[config.mk]
export PLATFORM = sky130hd
export DESIGN_NAME = scr1_wfi_sleep_ctrl
export DESIGN_NICKNAME = d
export VERILOG_FILES = /design/src/rtl/scr1_wfi_sleep_ctrl.sv
export SDC_FILE = /design/constraint.sdc
export NUM_CORES = 1
export LEC_CHECK = 0
export BUFFER_PORTS_ARGS = -buffer_cell sky130_fd_sc_hd__buf_4
export CORE_MARGIN = 2
export CORE_UTILIZATION = 26
export DETAILED_ROUTE_END_ITERATION = 6
export SLEW_MARGIN = 15
export SYNTH_ARGS = -nofsm -noshare
export SYNTH_HDL_FRONTEND = slang
export SYNTH_SLANG_ARGS = --single-unit
export TNS_END_PERCENT = 20
[constraint.sdc]
create_clock -name clk -period 2.13 [get_ports clk]
set_input_delay 0.1065 -clock clk [delete_from_list [all_inputs] [get_ports clk]]
set_output_delay 0.1065 -clock clk [all_outputs]
set_load 0.01 [all_outputs]
[src/rtl/scr1_wfi_sleep_ctrl.sv]
// WFI sleep sequencer: turns a retiring WFI into sleep_pipe / wake_pipe
// requests for the core clock controller, and counts gated cycles.
// Runs on the always-on core clock. Every output is registered.
module scr1_wfi_sleep_ctrl #(
  parameter int DRAIN_TIMEOUT = 16,
  parameter int CNT_W         = 32
) (
  input  logic             clk,
  input  logic             rst_n,
  input  logic             sleep_en,
  input  logic             wfi_req,
  input  logic             pipe_idle,
  input  logic             irq_pending,
  input  logic             dbg_halt_req,
  input  logic             dbg_mode,
  input  logic             clk_pipe_en,
  input  logic             sleep_cnt_clr,
  output logic             fetch_stall,
  output logic             sleep_pipe,
  output logic             wake_pipe,
  output logic             wfi_done,
  output logic             drain_abort,
  output logic [CNT_W-1:0] sleep_cycles
);

  // Drain counter only needs to reach DRAIN_TIMEOUT-1; a 0 timeout disables it.
  localparam int DCNT_W = (DRAIN_TIMEOUT > 1) ? $clog2(DRAIN_TIMEOUT) : 1;
  localparam logic [DCNT_W-1:0] DRAIN_LAST =
    DCNT_W'((DRAIN_TIMEOUT > 0) ? DRAIN_TIMEOUT - 1 : 0);
  localparam bit TIMEOUT_ON = (DRAIN_TIMEOUT != 0);

  typedef enum logic [1:0] {
    ST_RUN   = 2'd0,
    ST_DRAIN = 2'd1,
    ST_SLEEP = 2'd2,
    ST_WAKE  = 2'd3
  } state_t;

  state_t            state;
  state_t            state_next;
  logic [DCNT_W-1:0] drain_cnt;

  logic wake_evt;
  logic nop_wfi;
  logic drain_expired;

  logic fetch_stall_d;
  logic sleep_pipe_d;
  logic wake_pipe_d;
  logic wfi_done_d;
  logic drain_abort_d;

  // Counter increment that sticks at all-ones instead of wrapping.
  function automatic logic [CNT_W-1:0] sat_inc(input logic [CNT_W-1:0] v);
    return (&v) ? v : v + CNT_W'(1);
  endfunction

  assign wake_evt      = irq_pending | dbg_halt_req;
  // A WFI that cannot or need not sleep completes immediately as a NOP.
  assign nop_wfi       = ~sleep_en | dbg_mode | wake_evt;
  assign drain_expired = TIMEOUT_ON && (drain_cnt == DRAIN_LAST);

  // State register.
  always_ff @(posedge clk) begin
    if (!rst_n) state <= ST_RUN;
    else        state <= state_next;
  end

  // Next-state logic; wake beats idle beats timeout while draining.
  always_comb begin
    state_next = state;
    case (state)
      ST_RUN:   if (wfi_req && !nop_wfi) state_next = ST_DRAIN;
      ST_DRAIN: begin
        if (wake_evt)           state_next = ST_WAKE;
        else if (pipe_idle)     state_next = ST_SLEEP;
        else if (drain_expired) state_next = ST_WAKE;
      end
      ST_SLEEP: if (wake_evt) state_next = ST_WAKE;
      ST_WAKE:  if (clk_pipe_en) state_next = ST_RUN;
      default:  state_next = ST_RUN;
    endcase
  end

  // Output decode: values the output registers take at the next edge.
  always_comb begin
    fetch_stall_d = (state_next != ST_RUN);
    sleep_pipe_d  = (state_next == ST_SLEEP);
    wake_pipe_d   = (state_next == ST_WAKE);
    wfi_done_d    = ((state == ST_RUN) && wfi_req && nop_wfi) ||
                    ((state == ST_WAKE) && clk_pipe_en);
    drain_abort_d = (state == ST_DRAIN) && !wake_evt && !pipe_idle && drain_expired;
  end

  // Output registers.
  always_ff @(posedge clk) begin
    if (!rst_n) begin
      fetch_stall <= 1'b0;
      sleep_pipe  <= 1'b0;
      wake_pipe   <= 1'b0;
      wfi_done    <= 1'b0;
      drain_abort <= 1'b0;
    end else begin
      fetch_stall <= fetch_stall_d;
      sleep_pipe  <= sleep_pipe_d;
      wake_pipe   <= wake_pipe_d;
      wfi_done    <= wfi_done_d;
      drain_abort <= drain_abort_d;
    end
  end

  // Drain counter: held at zero outside DRAIN so each drain starts fresh.
  always_ff @(posedge clk) begin
    if (!rst_n || state != ST_DRAIN) drain_cnt <= '0;
    else                             drain_cnt <= drain_cnt + DCNT_W'(1);
  end

  // Sleep-cycle counter: counts gated cycles in SLEEP, clear wins.
  always_ff @(posedge clk) begin
    if (!rst_n)                                 sleep_cycles <= '0;
    else if (sleep_cnt_clr)                     sleep_cycles <= '0;
    else if (state == ST_SLEEP && !clk_pipe_en) sleep_cycles <= sat_inc(sleep_cycles);
  end

endmodule
# After elaboration in Yosys (flattened, before gate mapping)
# Index checks and enable logic that the tools add are counted.
dict set report totals {
  register_bits 43
  in_bits 10
  output_inout_bits 37
  word_cells 50
}
dict set report op_classes {
  n_addsub 2
  n_eq_ne 7
  n_mux 7
  bitwise 6
  n_reduce_logical 20
}
# cell n
set ops {}
lappend ops {{$add A32 B1 Y32 const B} 1}
lappend ops {{$reduce_and A32 Y1} 1}
lappend ops {{$mux W2} 6}
lappend ops {{$eq A2 B2 Y1 const B} 4}
lappend ops {{$logic_and A1 B1 Y1} 8}
lappend ops {{$pmux W2 S4} 1}
lappend ops {{$logic_not A1 Y1} 5}
lappend ops {{$add A4 B1 Y4 const B} 1}
lappend ops {{$eq A4 B4 Y1 const B} 1}
lappend ops {{$not A1 Y1} 3}
lappend ops {{$or A1 B1 Y1} 3}
lappend ops {{$eq A2 B1 Y1 const B} 1}
lappend ops {{$logic_not A2 Y1} 1}
lappend ops {{$logic_or A1 B1 Y1} 2}
lappend ops {{$ne A2 B1 Y1 const B} 1}
lappend ops {{$reduce_and A2 Y1} 1}
lappend ops {{$reduce_bool A2 Y1} 1}
lappend ops {{$reduce_or A2 Y1} 1}

# Longest topological paths before layout
dict set report depth {
  word_depth 8
  depth_mapped 7
  mapped_depth_nobuf 6
}

# Worst setup path before layout
# Ideal clock, no wire load.
dict set report synth_path {
  path_type {register -> register}
  from {register sleep_cycles[11]}
  to {register sleep_cycles[0]}
  setup_ns 0.128
  arrival_ns 1.849
  required_time_ns 2.002
  path_slack_ns 0.153
  path_stages_with_launch 7
  n_path_buf 1
  synth_period_minus_slack_ns 1.977
  path_cell_list {dfxtp_1 > nand4_2 > or4_4 > o31ai_4 > buf_4 > xor2_1 > nor2_1}
}
dict set report synth_between {
  elab_chain_len 3
}
# item line_no
set synth_rtl {}
lappend synth_rtl {{start, declared} 23} ;# output logic [CNT_W-1:0] sleep_cycles
lappend synth_rtl {{start signal, assigned} 122} ;# else if (state == ST_SLEEP && !clk_pipe_en) sleep_cycles <= sat_inc(sleep_cycles);
lappend synth_rtl {{$reduce_and A32 Y1} 55} ;# return (&v) ? v : v + CNT_W'(1);
lappend synth_rtl {{$not A1 Y1 (no line)} n/a}
lappend synth_rtl {{$reduce_and A2 Y1 (no line)} n/a}
# Every way passes these cells.
# A chain may end at the register's enable or synchronous reset.

# Final worst setup path
dict set report layout_path {
  from {register sleep_cycles[12]}
  to {register sleep_cycles[0]}
}
# Same word-level chain as after synthesis.

==> impl_metrics.env <==
export IMPL_outcome="complete, no violations"
export IMPL_rsz0062_at_grt="false"
export IMPL_cp_slowest_cell="or4_4"
export IMPL_sequentialPowerShare=0.527
export IMPL_p_int_uw=1220
export IMPL_grt_max_degree=31
export IMPL_fill_cells=821
export IMPL_cts_num_sinks=43
export IMPL_synthAdderAreaFrac=0.0120
export IMPL_clk_path_buf_depth=2
export IMPL_grt_usage=0.120
export IMPL_syn_num_nets=248
export IMPL_reg2reg_slack_ns=0.15
export IMPL_ant_nets=0
export IMPL_fin_cells=406
export IMPL_r2r_start="sleep_cycles[12]$_SDFFE_PP0P_"
export IMPL_die_area_sq_um=8780
export IMPL_path_depth=6
export IMPL_drc_errors=0
export IMPL_drive_above_1_share=0.293
export IMPL_n_antenna_cell=0
export IMPL_syn_area_sq_um=2090
export IMPL_dp_cells=397
export IMPL_p_clk_frac=0.427
export IMPL_finalCritPeriodShare=0.929
export IMPL_hold_violations=0
export IMPL_drt_first_iter_violations=84
export IMPL_antenna_found_initial=0
export IMPL_pwr_share_comb=0.047
export IMPL_nets=315
export IMPL_cap_violations=0
export IMPL_finClkSkew_ns=0.00242
export IMPL_setup_viol=0
export IMPL_syn_to_final_growth_pct=34.0
export IMPL_synth_top_family_by_area="simple AND/OR/NAND/NOR gates"
export IMPL_gp_congestion=0.877
export IMPL_synth_edf_count=0
export IMPL_cts_setup_buffers=0
export IMPL_first_global_vias=1838
export IMPL_worstSkewPairLatency_ns=0.29
export IMPL_min_path_cells=2
export IMPL_path_cells="nand4_2 > or4_4 > o31ai_4 > buf_4 > xor2_1 > nor2_1"
export IMPL_path_buf_inv=1
export IMPL_postSynthCellCount=236
export IMPL_slew_headroom=0.632
export IMPL_cp_arrival_ns=2.15
export IMPL_critPathRequiredTime_ns=2.31
export IMPL_wire_per_inst_um=12.5
export IMPL_die_height_um=93.7
export IMPL_fp_row_count=32
export IMPL_min_delay_worst_endpoint="wfi_done$_SDFF_PN0_"
export IMPL_synth_cell_types=50
export IMPL_synth_compound_area_frac=0.169
export IMPL_grt_pass1_wl_um=8470
export IMPL_cts_tree="done"
export IMPL_synth_ff_type="dfxtp_1"
export IMPL_swShare=0.206
export IMPL_leakagePower_uw=0.00108
export IMPL_port_buffers=46
export IMPL_synth_avg_cell_area_sq_um=8.87
export IMPL_synth_mux_area_frac=0
export IMPL_power_density_nw_per_um2=550
export IMPL_ys_warnings_count=0
export IMPL_maxSlewViolCount=0
export IMPL_start_util=0.269
export IMPL_cp_top_family="simple AND/OR/NAND/NOR gates"
export IMPL_yosys_area_share_simple=0.317
export IMPL_reg2reg_depth=6
export IMPL_vias=1975
export IMPL_die_x_um=93.7
export IMPL_routed_wl_um=5070
export IMPL_globalRouteOverflowTotal=0
export IMPL_max_stage_delay_ns=0.61
export IMPL_critPathCaptureType="register"
export IMPL_min_period_ns=1.98
export IMPL_ir_worst_vdd_uv=259
export IMPL_net_switching_power_uw=318
export IMPL_synthXorXnorAreaFrac=0.0669
export IMPL_holdCritStartpoint="rst_n"
export IMPL_regToRegEndpoint="sleep_cycles[0]$_SDFFE_PP0P_"
export IMPL_hold_path_class="in2reg"
export IMPL_drt_pre_antenna_iters=4
export IMPL_via_per_inst=4.86
export IMPL_numCtsBuffers=5
export IMPL_critPathKind="reg2reg"
export IMPL_cts_htree_levels=2
export IMPL_tightest_slew_ns=0.551
export IMPL_start_kind="register"
export IMPL_clkTransAtPathRegs_ns=0.08
export IMPL_core_area_sq_um=7770
export IMPL_async_reset_ff_frac=0
export IMPL_ys_ff_latch=43
export IMPL_dp_hpwl_um=3810
export IMPL_pin_count=47
export IMPL_root_buffer="clkbuf_8"
export IMPL_fmax_ghz=0.505
export IMPL_seq_area_frac_synth=0.411
export IMPL_setup_tns_ns=0
export IMPL_cp_max_fo=15
## synth_stat cells, types with 3 or more instances
cell | instances | share of area
and3_1 | 4 | 0.012
nor3b_1 | 3 | 0.011
nand3_1 | 12 | 0.029
nor3_1 | 5 | 0.012
clkbuf_1 | 3 | 0.0054
o21ai_0 | 8 | 0.019
o2111ai_1 | 5 | 0.021
nand4_2 | 3 | 0.018
a21oi_1 | 17 | 0.041
xor2_1 | 14 | 0.059
nor4_1 | 3 | 0.0090
o211ai_1 | 3 | 0.011
and2_1 | 3 | 0.0090
and4_1 | 4 | 0.017
nand4_1 | 7 | 0.021
nand2_1 | 15 | 0.027
o311ai_1 | 3 | 0.013
dfxtp_1 | 43 | 0.41
or2_2 | 3 | 0.0090
or3_1 | 13 | 0.039
o21ai_1 | 6 | 0.014
inv_1 | 3 | 0.0054
nor2_1 | 25 | 0.045
## cell type report
| type | instances | area, sq um | share of cell area |
|---|---|---|---|
| clock buffers | 6 | 82.6 | 0.0294 |
| clock inverters | 2 | 35.0 | 0.0125 |
| repair buffers | 66 | 498 | 0.178 |
| well taps | 102 | 128 | 0.0455 |
| flip-flops and latches | 43 | 861 | 0.307 |
| multi-input cells | 184 | 1190 | 0.424 |
| inverters | 3 | 11.3 | 0.00401 |
## power by group through the flow
stage | Sequential, uW | Combinational (uW) | Clock [uW]
after CTS | 812 | 73.0 | 682
after floorplan | 835 | 32.7 | 0
after detailed placement | 832 | 71.2 | 0
final | 812 | 72.0 | 658
after global routing | 813 | 80.2 | 722
after global placement | 831 | 70.8 | 0
## per-stage QoR
step                total power, uW  setup WS, ns  utilization  cell area (sq um)  hold WS (ns)
floorplan                       868         0.153            -               2090         0.184
global placement                902         0.186        0.344               2670         0.295
detailed placement              903         0.152        0.344               2670         0.296
CTS                            1570         0.130        0.360               2800        0.0796
global route                   1620       0.00348        0.361               2810        0.0836
finish                         1540         0.151        0.361               2810        0.0868
## registers in the layout (all words and copies together) (netlist names)
| register | count |
|---|---|
| drain_abort | 1 |
| drain_cnt | 4 |
| fetch_stall | 1 |
| sleep_cycles | 32 |
| sleep_pipe | 1 |
| state | 2 |
| wake_pipe | 1 |
| wfi_done | 1 |
## worst max path at each step
stage / slack (ns) / to / from
6_report: 0.15 / sleep_cycles[0]$_SDFFE_PP0P_ / sleep_cycles[12]$_SDFFE_PP0P_
5_1_grt: 0.003 / sleep_cycles[0]$_SDFFE_PP0P_ / sleep_cycles[10]$_SDFFE_PP0P_
4_1_cts: 0.13 / sleep_cycles[21]$_SDFFE_PP0P_ / sleep_cycles[0]$_SDFFE_PP0P_
3_5_place_dp: 0.15 / sleep_cycles[21]$_SDFFE_PP0P_ / sleep_cycles[0]$_SDFFE_PP0P_
3_3_place_gp: 0.19 / sleep_cycles[31]$_SDFFE_PP0P_ / sleep_cycles[0]$_SDFFE_PP0P_
2_1_floorplan: 0.15 / sleep_cycles[0]$_SDFFE_PP0P_ / sleep_cycles[11]$_SDFFE_PP0P_
## cell usage in the layout, fill, tap and decap left out, types with 4 or more instances in the layout
| cell | netlist | layout |
|---|---|---|
| o21ai_0 | 8 | 8 |
| nand3_1 | 12 | 12 |
| o21ai_1 | 6 | 6 |
| xor2_1 | 14 | 14 |
| or3_1 | 13 | 13 |
| and4_1 | 4 | 4 |
| buf_4 | 1 | 65 |
| o2111ai_1 | 5 | 5 |
| nand4_1 | 7 | 7 |
| dfxtp_1 | 43 | 43 |
| nor2_1 | 25 | 25 |
| a21oi_1 | 17 | 17 |
| and3_1 | 4 | 4 |
| nor3_1 | 5 | 5 |
| nand2_1 | 15 | 15 |
| clkbuf_8 | 0 | 6 |
## cells by family (layout without fill, tap and decap cells)
kind of cell               count (synthesis)  in the layout
buffers and inverters                      9             77
xor gates and xnor gates                  16             16
DFF                                       43             43
AOI/OAI and AO/OA                         53             53
and+or+nand+nor                          113            113
adders and majority gates                  2              2
## what timing repair did
item                       CTS  global route
hold endpoints to repair     1             0
gates resized for setup      0             1
setup endpoints to repair    0             3
hold buffers                 1             0
## layer usage
metal	part of all wire	routed length, um	vias up	track usage
met2	0.46	2310	47	0.196
li1	-	-	1013	-
met1	0.48	2450	910	0.156
met3	0.053	268	5	0.0281
met5	0	0	-	0
met4	0.0087	44	0	0.0374
(Power assumes the default switching activity.)
